==> config.mk <==
export PLATFORM = sky130hd
export DESIGN_NAME = pwm_multi
export DESIGN_NICKNAME = d
export VERILOG_FILES = /design/src/rtl/pwm_multi.sv
export SDC_FILE = /design/constraint.sdc
export NUM_CORES = 1
export LEC_CHECK = 0
export ABC_AREA = 1
export CAP_MARGIN = 5
export CORE_MARGIN = 3
export CORE_UTILIZATION = 50
export CTS_CLUSTER_SIZE = 30
export DETAILED_ROUTE_END_ITERATION = 10
export DONT_BUFFER_PORTS = 1
export PLACE_DENSITY = 0.78
export SETUP_SLACK_MARGIN = 0.05
export SYNTH_ARGS = -nofsm -noshare
export SYNTH_HDL_FRONTEND = slang
export SYNTH_SLANG_ARGS = --single-unit
==> constraint.sdc <==
create_clock -name clk -period 2.72 [get_ports clk]
set_input_delay 0.544 -clock clk [delete_from_list [all_inputs] [get_ports clk]]
set_output_delay 0.544 -clock clk [all_outputs]
set_load 0.01 [all_outputs]
==> src/rtl/pwm_multi.sv <==
// rtl/pwm_multi.sv - multi-channel PWM generator with CSR register window
//
// Purpose: NUM_CH PWM channels that share one prescaler and one period counter.
//    PERIOD, PRESC and DUTY[i] are written into pending registers. They are copied
//    into the active shadows only at a period boundary, so a waveform never changes
//    in the middle of a period. CTRL and POL take effect at once.
// Ports:
//    clk      system clock; all logic runs on its rising edge
//    rst      synchronous active-high reset
//    pwm_ce   one-cycle base tick strobe
//    csr_a    CSR word address
//    csr_di   CSR write data
//    csr_we   CSR write strobe
//    csr_do   combinational CSR read data
//    pwm_en   per-channel enable (the CTRL register)
//    pwm_out  registered per-channel PWM output
module pwm_multi #(
   parameter logic [4:0] BASE_ADDR  = 5'h0c,
   parameter int         NUM_CH     = 4,
   parameter bit         CHECK_ADDR = 1'b1
) (
   input  logic              clk,
   input  logic              rst,
   input  logic              pwm_ce,
   input  logic [4:0]        csr_a,
   input  logic [7:0]        csr_di,
   input  logic              csr_we,
   output logic [7:0]        csr_do,
   output logic [NUM_CH-1:0] pwm_en,
   output logic [NUM_CH-1:0] pwm_out
);

   localparam int NREG = 4 + NUM_CH;

   logic [NUM_CH-1:0] ctrl;
   logic [NUM_CH-1:0] pol;
   logic [7:0]        period_p;
   logic [7:0]        period_a;
   logic [1:0]        presc_p;
   logic [1:0]        presc_a;
   logic [7:0]        duty_p [NUM_CH];
   logic [7:0]        duty_a [NUM_CH];
   logic [2:0]        pcnt;
   logic [7:0]        cnt;

   logic [5:0]        off6;
   logic              in_win;
   logic [2:0]        pmax;
   logic              tick;
   logic [NUM_CH-1:0] out_nxt;

   // The offset is computed one bit wider so that addresses below BASE_ADDR
   // cannot wrap around into the window.
   assign off6   = {1'b0, csr_a} - {1'b0, BASE_ADDR};
   assign in_win = (csr_a >= BASE_ADDR) && (off6 < 6'(NREG));
   assign pwm_en = ctrl;

   // Prescaler terminal count is (2^PRESC)-1.
   always_comb begin
      case (presc_a)
         2'd0:    pmax = 3'd0;
         2'd1:    pmax = 3'd1;
         2'd2:    pmax = 3'd3;
         default: pmax = 3'd7;
      endcase
   end

   assign tick = pwm_ce && (pcnt == pmax);

   always_comb begin
      out_nxt = '0;
      for (int i = 0; i < NUM_CH; i++) begin
         out_nxt[i] = ctrl[i] & ((cnt < duty_a[i]) ^ pol[i]);
      end
   end

   // Reads return the pending values, not the active shadows.
   always_comb begin
      csr_do = 8'h00;
      if (!CHECK_ADDR || in_win) begin
         case (off6)
            6'd0: for (int i = 0; i < NUM_CH; i++) csr_do[i] = ctrl[i];
            6'd1: for (int i = 0; i < NUM_CH; i++) csr_do[i] = pol[i];
            6'd2: csr_do = period_p;
            6'd3: csr_do = {6'd0, presc_p};
            default: begin
               for (int i = 0; i < NUM_CH; i++) begin
                  if (off6 == 6'(4 + i)) csr_do = duty_p[i];
               end
            end
         endcase
      end
   end

   always_ff @(posedge clk) begin
      if (rst) begin
         ctrl     <= '0;
         pol      <= '0;
         period_p <= '0;
         period_a <= '0;
         presc_p  <= '0;
         presc_a  <= '0;
         pcnt     <= '0;
         cnt      <= '0;
         pwm_out  <= '0;
         for (int i = 0; i < NUM_CH; i++) begin
            duty_p[i] <= '0;
            duty_a[i] <= '0;
         end
      end else begin
         pwm_out <= out_nxt;

         if (pwm_ce) begin
            pcnt <= tick ? 3'd0 : pcnt + 3'd1;
         end

         // The boundary reads the pending registers before this cycle's write
         // lands, so a write in the same cycle waits for the next boundary.
         if (tick) begin
            if (cnt == period_a) begin
               cnt      <= 8'd0;
               period_a <= period_p;
               presc_a  <= presc_p;
               for (int i = 0; i < NUM_CH; i++) duty_a[i] <= duty_p[i];
            end else begin
               cnt <= cnt + 8'd1;
            end
         end

         if (csr_we && in_win) begin
            case (off6)
               6'd0: ctrl     <= csr_di[NUM_CH-1:0];
               6'd1: pol      <= csr_di[NUM_CH-1:0];
               6'd2: period_p <= csr_di;
               6'd3: presc_p  <= csr_di[1:0];
               default: begin
                  for (int i = 0; i < NUM_CH; i++) begin
                     if (off6 == 6'(4 + i)) duty_p[i] <= csr_di;
                  end
               end
            endcase
         end
      end
   end

endmodule
==> impl_metrics.yaml, run 1 <==
worst_setup_path:
  arrival_ps: 2030
  crit_fanout: 7
  cp.required_ps: 2180
  crit_path_end_kind: "output pin"
  crit_path_start_kind: "input pin"
  r2r_slack_ps: 510
  path_class: "in2out"
clocking:
  clk_latency_ps: 350
  clockRootBuffer: "clkbuf_16"
  cts_tree: "done"
  cts_max_path_buffers: 2
  cts_inserted_buffers: 9
  cts.htree.levels: 3
  cts.reportedPaths.clkPinSlew_ps: 70
  cts.sinks: 107
  holdBufCountCts: 0
sta:
  fin_crit_ps: 2572
  rsz0062_at_grt: "no"
  worstMarginPinSlew_ps: 686.7
  fin_crit_sh: 0.9455
  finalMaxSlewViolations: 0
  finalSetupViolations: 0
  maxClockFrequency_ghz: 0.3889
  slew_headroom: 0.5417
  final.setup.tns_ps: 0
  finalClockSkew_ps: 5.292
  hold_viol: 0
outcome:
  status: "completed"
final_layout:
  num_antenna_cells: 0
  final_core_util: 0.5818
  fill_cells: 899
  finalNetCount: 779
  syn_to_final_growth_pct: 12.37
  register_area_um2: 2783
  fin_area_um2: 6390
  instances_no_fill: 873
  layout-drive-gt1-share: 0.09823
  multi_input_area_um2: 2447
placed_design:
  dp.cells: 854
  place_congestion: 1.040
  port_buffers: 0
  dp.final_hpwl_mm: 10.13
  dpl_cell_area_um2: 5964
power_and_ir_drop:
  powerDensity_nw_per_um2: 571.4
  p_int_uw: 2753
  p_sw_frac: 0.2461
  p_comb_frac: 0.109
  power_frac_seq: 0.508
  fin_total_pwr_uw: 3651
  p_leak_uw: 0.002899
  power.switching_uw: 898.4
  power.share.clock: 0.384
  max-vdd-ir-drop_uv: 605.1
logic_synthesis:
  yosys_register_bits: 107
  synth_cells: 704
  synth-seq-area-share: 0.4893
  synth_top_cell_area_share: 0.3380
  syn-num-nets: 755
  ys.warnings.count: 0
  synthTopCellsByArea: "edfxtp_1, dfxtp_1, nor2_1"
  syn_area_um2: 5687
  synth_area_leader_cell: "edfxtp_1"
  yosysUniqueCellTypes: 32
  synth_area_per_cell_um2: 8.078
floorplanning:
  start_util: 0.5178
  rows: 38
  core_area_um2: 10980
  die_h_um: 112.6
  die_area_um2: 12690
  die_x_um: 112.6
  io_pins: 33
routing:
  num_vias: 4702
  wl_per_cell_um: 16.03
  firstDrtPassIters: 5
  drt_iter0_drc: 337
  ant_nets: 0
  vias_per_cell: 5.386
  drc: 0
  routed_wl_mm: 13.99
grt:
  grtUsageTotal: 0.2284
  grt_max_degree: 35
  gr-total-overflow: 0
  antenna_found_initial: 0
  grt_pass1_wl_mm: 22.87
  grt_pass1_vias: 4554
run:
  maxCapViolations: 0
worst_hold_path:
  worstHoldPathType: "in2reg"
-- per-layer routing --
layer / vias up / wire, um / track usage
li1: 2285 / - / -
met1: 2157 / 5685 / 0.2934
met2: 218 / 6567 / 0.3709
met3: 42 / 1201 / 0.05553
met4: 0 / 536 / 0.09375
met5: - / 0 / 0
-- critical path, stage by stage --
cell,delay (ps)
ha_1,170
inv_1,90
ha_4,210
inv_1,100
a21oi_4,40
buf_12,140
buf_4,120
buf_4,120
nand3_1,60
nand2_1,50
o21ai_0,240
a21oi_2,130
-- power groups by stage --
stage	registers [uW]	logic (uW)	clock network, uW
after floorplan	1870	277	0
after global placement	1880	350	0
after detailed placement	1890	364	0
after CTS	1850	372	1410
after global routing	1860	453	1480
final	1850	396	1400
-- worst paths after layout --
| kind | start | endpoint | depth (start not counted) |
|---|---|---|---|
| max | csr_a[2] | csr_do[6] | 12 |
| max reg2reg | cnt[7] | duty_a[2][4] | 12 |
| min | rst | cnt[6] | 1 |
| min reg2reg | period_a[4] | period_a[4] | 2 |
-- synthesized netlist by cell type --
| cell type | instances |
|---|---|
| inv_1 | 118 |
| o211ai_1 | 1 |
| o21ai_0 | 27 |
| o2111ai_1 | 1 |
| o21ai_1 | 3 |
| xor2_1 | 2 |
| a21oi_1 | 33 |
| xnor2_1 | 6 |
| nand3_2 | 1 |
| nor2_4 | 1 |
| nand4_1 | 4 |
| nand2_1 | 127 |
| nor2_8 | 1 |
| nand2_2 | 3 |
| dfxtp_1 | 43 |
| buf_1 | 1 |
| edfxtp_1 | 64 |
| nor4_1 | 1 |
| a21oi_4 | 1 |
| o22ai_1 | 5 |
| inv_2 | 4 |
| buf_2 | 3 |
| buf_6 | 3 |
| nand3_4 | 3 |
| nor2_1 | 147 |
| and3_1 | 1 |
| o21a_1 | 4 |
| ha_1 | 34 |
| clkinv_1 | 1 |
| clkbuf_1 | 4 |
| nor2_2 | 5 |
| nand3_1 | 52 |
-- flip-flops by register name, indices dropped and copies added, names as in the netlist --
name      flops
pcnt          3
duty_p       32
presc_p       2
period_p      8
period_a      8
pwm_en        4
presc_a       2
pwm_out       4
cnt           8
pol           4
duty_a       32
-- area by class of cell --
cell class / instances / area share
Sequential cell: 107 / 0.4355
Clock inverter: 5 / 0.01332
Clock buffer: 11 / 0.03642
Inverter: 123 / 0.07225
Multi-Input combinational cell: 463 / 0.3830
Timing Repair Buffer: 24 / 0.03211
Tap cell: 140 / 0.02741
-- placed cells by master (no fill, tap or decap), types with 3 or more instances in the layout --
cell | Yosys | layout
a21oi_1 | 33 | 29
inv_1 | 118 | 118
nand2_1 | 127 | 122
buf_4 | 0 | 22
nor2_2 | 5 | 8
nand2_2 | 3 | 6
edfxtp_1 | 64 | 64
nor2_4 | 1 | 3
ha_1 | 34 | 33
nand4_1 | 4 | 4
nand3_4 | 3 | 3
o22ai_1 | 5 | 5
o21ai_1 | 3 | 4
a21oi_2 | 0 | 4
xnor2_1 | 6 | 6
dfxtp_1 | 43 | 43
nand3_1 | 52 | 52
clkbuf_16 | 0 | 9
o21a_1 | 4 | 4
nor2_1 | 147 | 142
inv_2 | 4 | 4
o21ai_0 | 27 | 26
-- logic make-up (layout without fill, tap and decap cells) --
group           Yosys count  after routing  synth area share
fa+ha+maj                34             34           0.07481
xor+xnor                  8              8           0.01232
compound gates           75             75           0.07195
flops                   107            107            0.4893
simple gates            346            346            0.2585
buf+inv                 134            163           0.09306
-- through the flow --
| stage | hold slack (ps) | worst slack, ps |
|---|---|---|
| floorplan | 456.7 | 99.29 |
| finish | 261.5 | 148.4 |
| global placement | 475.6 | 81.64 |
| global route | 244.1 | 38.93 |
| CTS | 250.3 | 50.72 |
| detailed placement | 478.6 | 1.786 |
-- what timing repair did --
| action | in CTS | in global routing |
|---|---|---|
| setup buffers | 0 | 3 |
| pin swaps | 0 | 3 |
| gates cloned | 0 | 0 |
| setup endpoints to repair | 4 | 8 |
| resized for setup | 4 | 16 |
Note: power is estimated with default switching activity, not from simulation.
==> run 2: changes to the inputs <==
--- a/config.mk
+++ b/config.mk
@@ -9,10 +9,12 @@
 export CAP_MARGIN = 5
 export CORE_MARGIN = 3
 export CORE_UTILIZATION = 50
+export CTS_BUF_LIST = sky130_fd_sc_hd__clkbuf_2
 export CTS_CLUSTER_SIZE = 30
 export DETAILED_ROUTE_END_ITERATION = 10
 export DONT_BUFFER_PORTS = 1
 export PLACE_DENSITY = 0.78
+export RECOVER_POWER = 25
 export SETUP_SLACK_MARGIN = 0.05
 export SYNTH_ARGS = -nofsm -noshare
 export SYNTH_HDL_FRONTEND = slang
==> run 2 against run 1 <==
Effect of this change:
- combinational power fell by 2%
- die area did not move
- clock-buffer cell count did not move
- clock skew rose by 14 ps
- worst setup slack got worse by 3.8 ps
- hold slack got worse by 200 ps
- sequential share of layout area rose by 1.7 points
- power fell by 15%
- register-to-register slack got worse by 250 ps
- non-clock buffer count rose by 1
- cell area fell by 3.9%
==> impl_metrics.yaml, run 2 (synthesized netlist as in run 1, its figures left out) <==
final_layout:
  reg_top3: "duty_a (32), duty_p (32)"
  final_core_util: 0.5594
  fill_cells: 945
  fin_area_um2: 6143
  layout-drive-gt1-share: 0.08174
  final_cell_mix: "nor2_1, nand2_1, inv_1"
  final_common_cell: "nor2_1"
  syn_to_final_growth_pct: 8.031
  finalNetCount: 780
  num_antenna_cells: 0
worst_setup_path:
  reg2reg_depth: 7
  arrival_ps: 2030
  r2r-end: "duty_a[1][5]"
  r2r_slack_ps: 260
  crit_path_start_kind: "input pin"
  cp.required_ps: 2180
  crit_start: "csr_a[2]"
  path_class: "in2out"
  r2r_start: "presc_a[1]"
  crit_end: "csr_do[1]"
  crit_path_end_kind: "output pin"
  crit_fanout: 8
run:
  maxCapViolations: 0
floorplanning:
  die_area_um2: 12690
  start_util: 0.5178
  io_pins: 33
  core_area_um2: 10980
  die_h_um: 112.6
  rows: 38
  die_x_um: 112.6
sta:
  finalClockSkew_ps: 18.84
  fin_crit_sh: 0.9469
  whs_ps: 56.75
  final.setup.tns_ps: 0
  worstMarginPinSlew_ps: 704.2
  finalMaxSlewViolations: 0
  maxClockFrequency_ghz: 0.3883
  timing.final.ws_setup_ps: 144.5
  fin_crit_ps: 2575
  rsz0062_at_grt: "no"
  slew_headroom: 0.5300
  hold_viol: 0
  finalSetupViolations: 0
placed_design:
  dp.final_hpwl_mm: 10.13
  place_congestion: 1.040
  preCtsSetupSlack_ps: 1.786
  dpl_cell_area_um2: 5964
  port_buffers: 0
clocking:
  clk_latency_ps: 610
  cts.reportedPaths.clkPinSlew_ps: 270
  cts.htree.levels: 3
  cts_max_path_buffers: 2
  cts.sinks: 107
  cts_inserted_buffers: 9
  cts_tree: "done"
  clockRootBuffer: "clkbuf_2"
grt:
  grt_pass1_vias: 4487
  antenna_found_initial: 0
  grtUsageTotal: 0.2222
  grt_max_degree: 35
  gr-total-overflow: 0
  grt_pass1_wl_mm: 22.34
power_and_ir_drop:
  powerDensity_nw_per_um2: 503.1
  p_leak_uw: 0.002818
  max-vdd-ir-drop_uv: 525.9
routing:
  ant_nets: 0
  num_vias: 4672
  wl_per_cell_um: 15.58
  vias_per_cell: 5.346
  drc: 0
  drt_iter0_drc: 319
  routed_wl_mm: 13.62
  firstDrtPassIters: 5
outcome:
  status: "completed"
worst_hold_path:
  worstHoldPathType: "in2reg"
  holdCritStartpoint: "rst"
## run 2: critical path, stage by stage
cell and delay [ps]:
ha_1 120, inv_1 60, ha_4 270, inv_1 60, a21oi_4 130, buf_12 140
nand2_2 60, nor2_4 190, a21oi_1 110, a21oi_1 180, buf_4 150
## run 2: report_power, final
part	internal [uW]	total [uW]	switching [uW]	leakage, uW
clock	316	849	533	0.0000828
sequential	1810	1850	41.1	0.000993
combinational	126	388	261	0.00174
## run 2: layout make-up
class	instances	area (um^2)	share of cell area
clock inverters	5	85.08	0.01385
repair buffers	25	203.9	0.03320
multi-input cells	463	2380	0.3874
inverters	123	461.7	0.07515
clock buffers	11	55.05	0.008961
well taps	140	175.2	0.02851
flip-flops and latches	107	2783	0.4530
## run 2: routing by layer
| layer | track usage | wire length, um | vias up |
|---|---|---|---|
| met1 | 0.2846 | 5603 | 2150 |
| li1 | - | - | 2289 |
| met2 | 0.3622 | 6416 | 196 |
| met5 | 0 | 0 | - |
| met3 | 0.05229 | 1093 | 37 |
| met4 | 0.09215 | 503 | 0 |
## run 2: stage by stage
stage / instances / total power (uW)
global placement: 854 / 2235
global route: 874 / 3230
CTS: 871 / 3083
finish: 874 / 3091
detailed placement: 854 / 2252
floorplan: 704 / 2150
## run 2: timing repair
action | in CTS | in global routing
pin swaps | 0 | 2
hold buffers | 1 | 0
setup buffers | 0 | 3
setup endpoints to repair | 4 | 8
hold endpoints to repair | 6 | 0
resized for setup | 4 | 12
## run 2: worst min path at each step
stage,to,cells past startpoint
detailed placement,period_a[4],2
CTS,pwm_out[2],3
finish,pwm_out[2],3
floorplan,period_a[0],2
global placement,period_a[7],2
global route,pcnt[0],2
==> run 3: changes to the inputs <==
==> constraint.sdc (replaced) <==
create_clock -name clk -period 2.3 [get_ports clk]
set_input_delay 0.46 -clock clk [delete_from_list [all_inputs] [get_ports clk]]
set_output_delay 0.46 -clock clk [all_outputs]
set_load 0.01 [all_outputs]
==> run 3 against run 2 <==
Effect of this change:
- the run now ends with setup timing left
- highest routed layer unchanged
- flip-flop and latch count unchanged
- largest cell class unchanged
- first-iteration DRC count up 15%
- critical path type unchanged
- routed wire length up 2.0%
- via count up 2.1%
- global-route usage up 0.44 points
- largest power group unchanged
- combinational power up 35%
- final cell count up 3.1%
==> impl_metrics.yaml, run 3 (synthesized netlist as in run 1, its figures left out) <==
routing:
  vias_per_cell: 5.295
  ant_nets: 0
  drt_iter0_drc: 368
  routed_wl_mm: 13.89
  num_vias: 4771
  wl_per_cell_um: 15.41
  drc: 0
  firstDrtPassIters: 5
clocking:
  clockRootBuffer: "clkbuf_2"
  cts_inserted_buffers: 9
  cts_tree: "done"
  cts.htree.levels: 3
  cts_max_path_buffers: 2
  clk_latency_ps: 600
  cts.sinks: 107
  cts.reportedPaths.clkPinSlew_ps: 270
grt:
  gr-total-overflow: 0
  grt_pass1_vias: 4744
  grt_pass1_wl_mm: 22.96
  antenna_found_initial: 0
  grtUsageTotal: 0.2265
  grt_max_degree: 52
worst_setup_path:
  arrival_ps: 1910
  r2r_start: "cnt[0]"
  reg2reg_depth: 7
  path_class: "in2out"
  crit_fanout: 8
  crit_path_start_kind: "input pin"
  cp.required_ps: 1840
  crit_path_end_kind: "output pin"
  r2r_slack_ps: 280
  r2r-end: "duty_a[0][4]"
floorplanning:
  die_h_um: 112.6
  io_pins: 33
  die_area_um2: 12690
  core_area_um2: 10980
  die_x_um: 112.6
  start_util: 0.5178
  rows: 38
sta:
  whs_ps: 38.92
  fin_crit_ps: 2373
  finalMaxSlewViolations: 0
  hold_viol: 0
  worstMarginPinSlew_ps: 408.3
  maxClockFrequency_ghz: 0.4215
  timing.final.ws_setup_ps: -72.73
  fin_crit_sh: 1.032
  finalSetupViolations: 5
  rsz0062_at_grt: "yes"
  finalClockSkew_ps: 22.58
  slew_headroom: 0.7269
placed_design:
  place_congestion: 0.9595
  dp.final_hpwl_mm: 10.49
  port_buffers: 0
  dpl_cell_area_um2: 6165
final_layout:
  num_antenna_cells: 0
  fill_cells: 930
  final_cell_mix: "nor2_1, nand2_1, inv_1"
  final_common_cell: "nor2_1"
  finalNetCount: 807
  fin_area_um2: 6510
  layout-drive-gt1-share: 0.1380
  syn_to_final_growth_pct: 14.48
  reg_top3: "duty_a (32), duty_p (32)"
power_and_ir_drop:
  p_leak_uw: 0.002981
  fin_total_pwr_uw: 3517
  powerDensity_nw_per_um2: 540.2
  max-vdd-ir-drop_uv: 398.3
outcome:
  violations: "setup timing"
  status: "finished with violations"
worst_hold_path:
  holdPathEnd: "pol[0]"
  hold_depth: 2
  worstHoldPathType: "in2reg"
  holdCritStartpoint: "csr_di[0]"
run:
  maxCapViolations: 0
## run 3: per-stage QoR
stage / setup slack, ps / TNS, ps / utilization / instances
detailed placement: -116.6 / -1078 / 0.5613 / 871
global placement: -83.62 / -436.7 / 0.5613 / 871
floorplan: 41.12 / 0 / - / 704
global route: -149.6 / -726.4 / 0.5927 / 901
CTS: 3.483 / 0 / 0.5890 / 900
finish: -72.73 / -135.7 / 0.5927 / 901
## run 3: cell type report
cell class,instances,area [um^2],area share
flip-flops and latches,107,2795,0.4294
well taps,140,175.2,0.02691
repair buffers,52,464.2,0.07131
multi-input cells,463,2514,0.3861
clock buffers,9,45.04,0.006919
clock inverters,7,52.55,0.008072
inverters,123,464.2,0.07131
## run 3: worst max-delay path by stage
stage	start	end	slack, ps	cells after the start
floorplan	csr_a[2]	csr_do[7]	40	11
detailed placement	csr_a[2]	csr_do[4]	-120	10
global placement	csr_a[2]	csr_do[4]	-80	10
global route	csr_a[2]	csr_do[4]	-150	10
finish	csr_a[2]	csr_do[6]	-70	13
CTS	csr_a[2]	csr_do[3]	3	13
## run 3: timing repair
item / CTS / global route
endpoints found under the hold margin: 25 / 0
cloned: 0 / 0
gates resized for setup: 25 / 10
buffers inserted: 3 / 1
hold buffers: 10 / 0
pin swaps: 11 / 11
endpoints found under the setup margin: 8 / 18
## run 3: power by group
group | switching (uW) | total [uW] | leakage, uW | internal [uW]
combinational | 337 | 523 | 0.00192 | 186
clock | 652 | 807 | 0.0000670 | 155
sequential | 45.5 | 2190 | 0.000996 | 2140
total | 1030 | 3520 | 0.00298 | 2480
## run 3: routing by layer
| metal | GRT usage | share of wire | vias to the layer above |
|---|---|---|---|
| met2 | 0.3677 | 0.46 | 169 |
| met1 | 0.2911 | 0.44 | 2192 |
| met3 | 0.03558 | 0.051 | 54 |
| met4 | 0.1210 | 0.049 | 0 |
| met5 | 0 | 0 | - |
| li1 | - | - | 2356 |
## run 3: worst max-delay path, stage by stage
cell     delay (ps)
ha_4            110
inv_2            40
ha_4            260
inv_2            40
a21oi_4         120
buf_12          150
buf_4           120
buf_6            90
nand3_2          60
nand2_2         100
o21ai_2          60
a21oi_2         170
buf_4           140
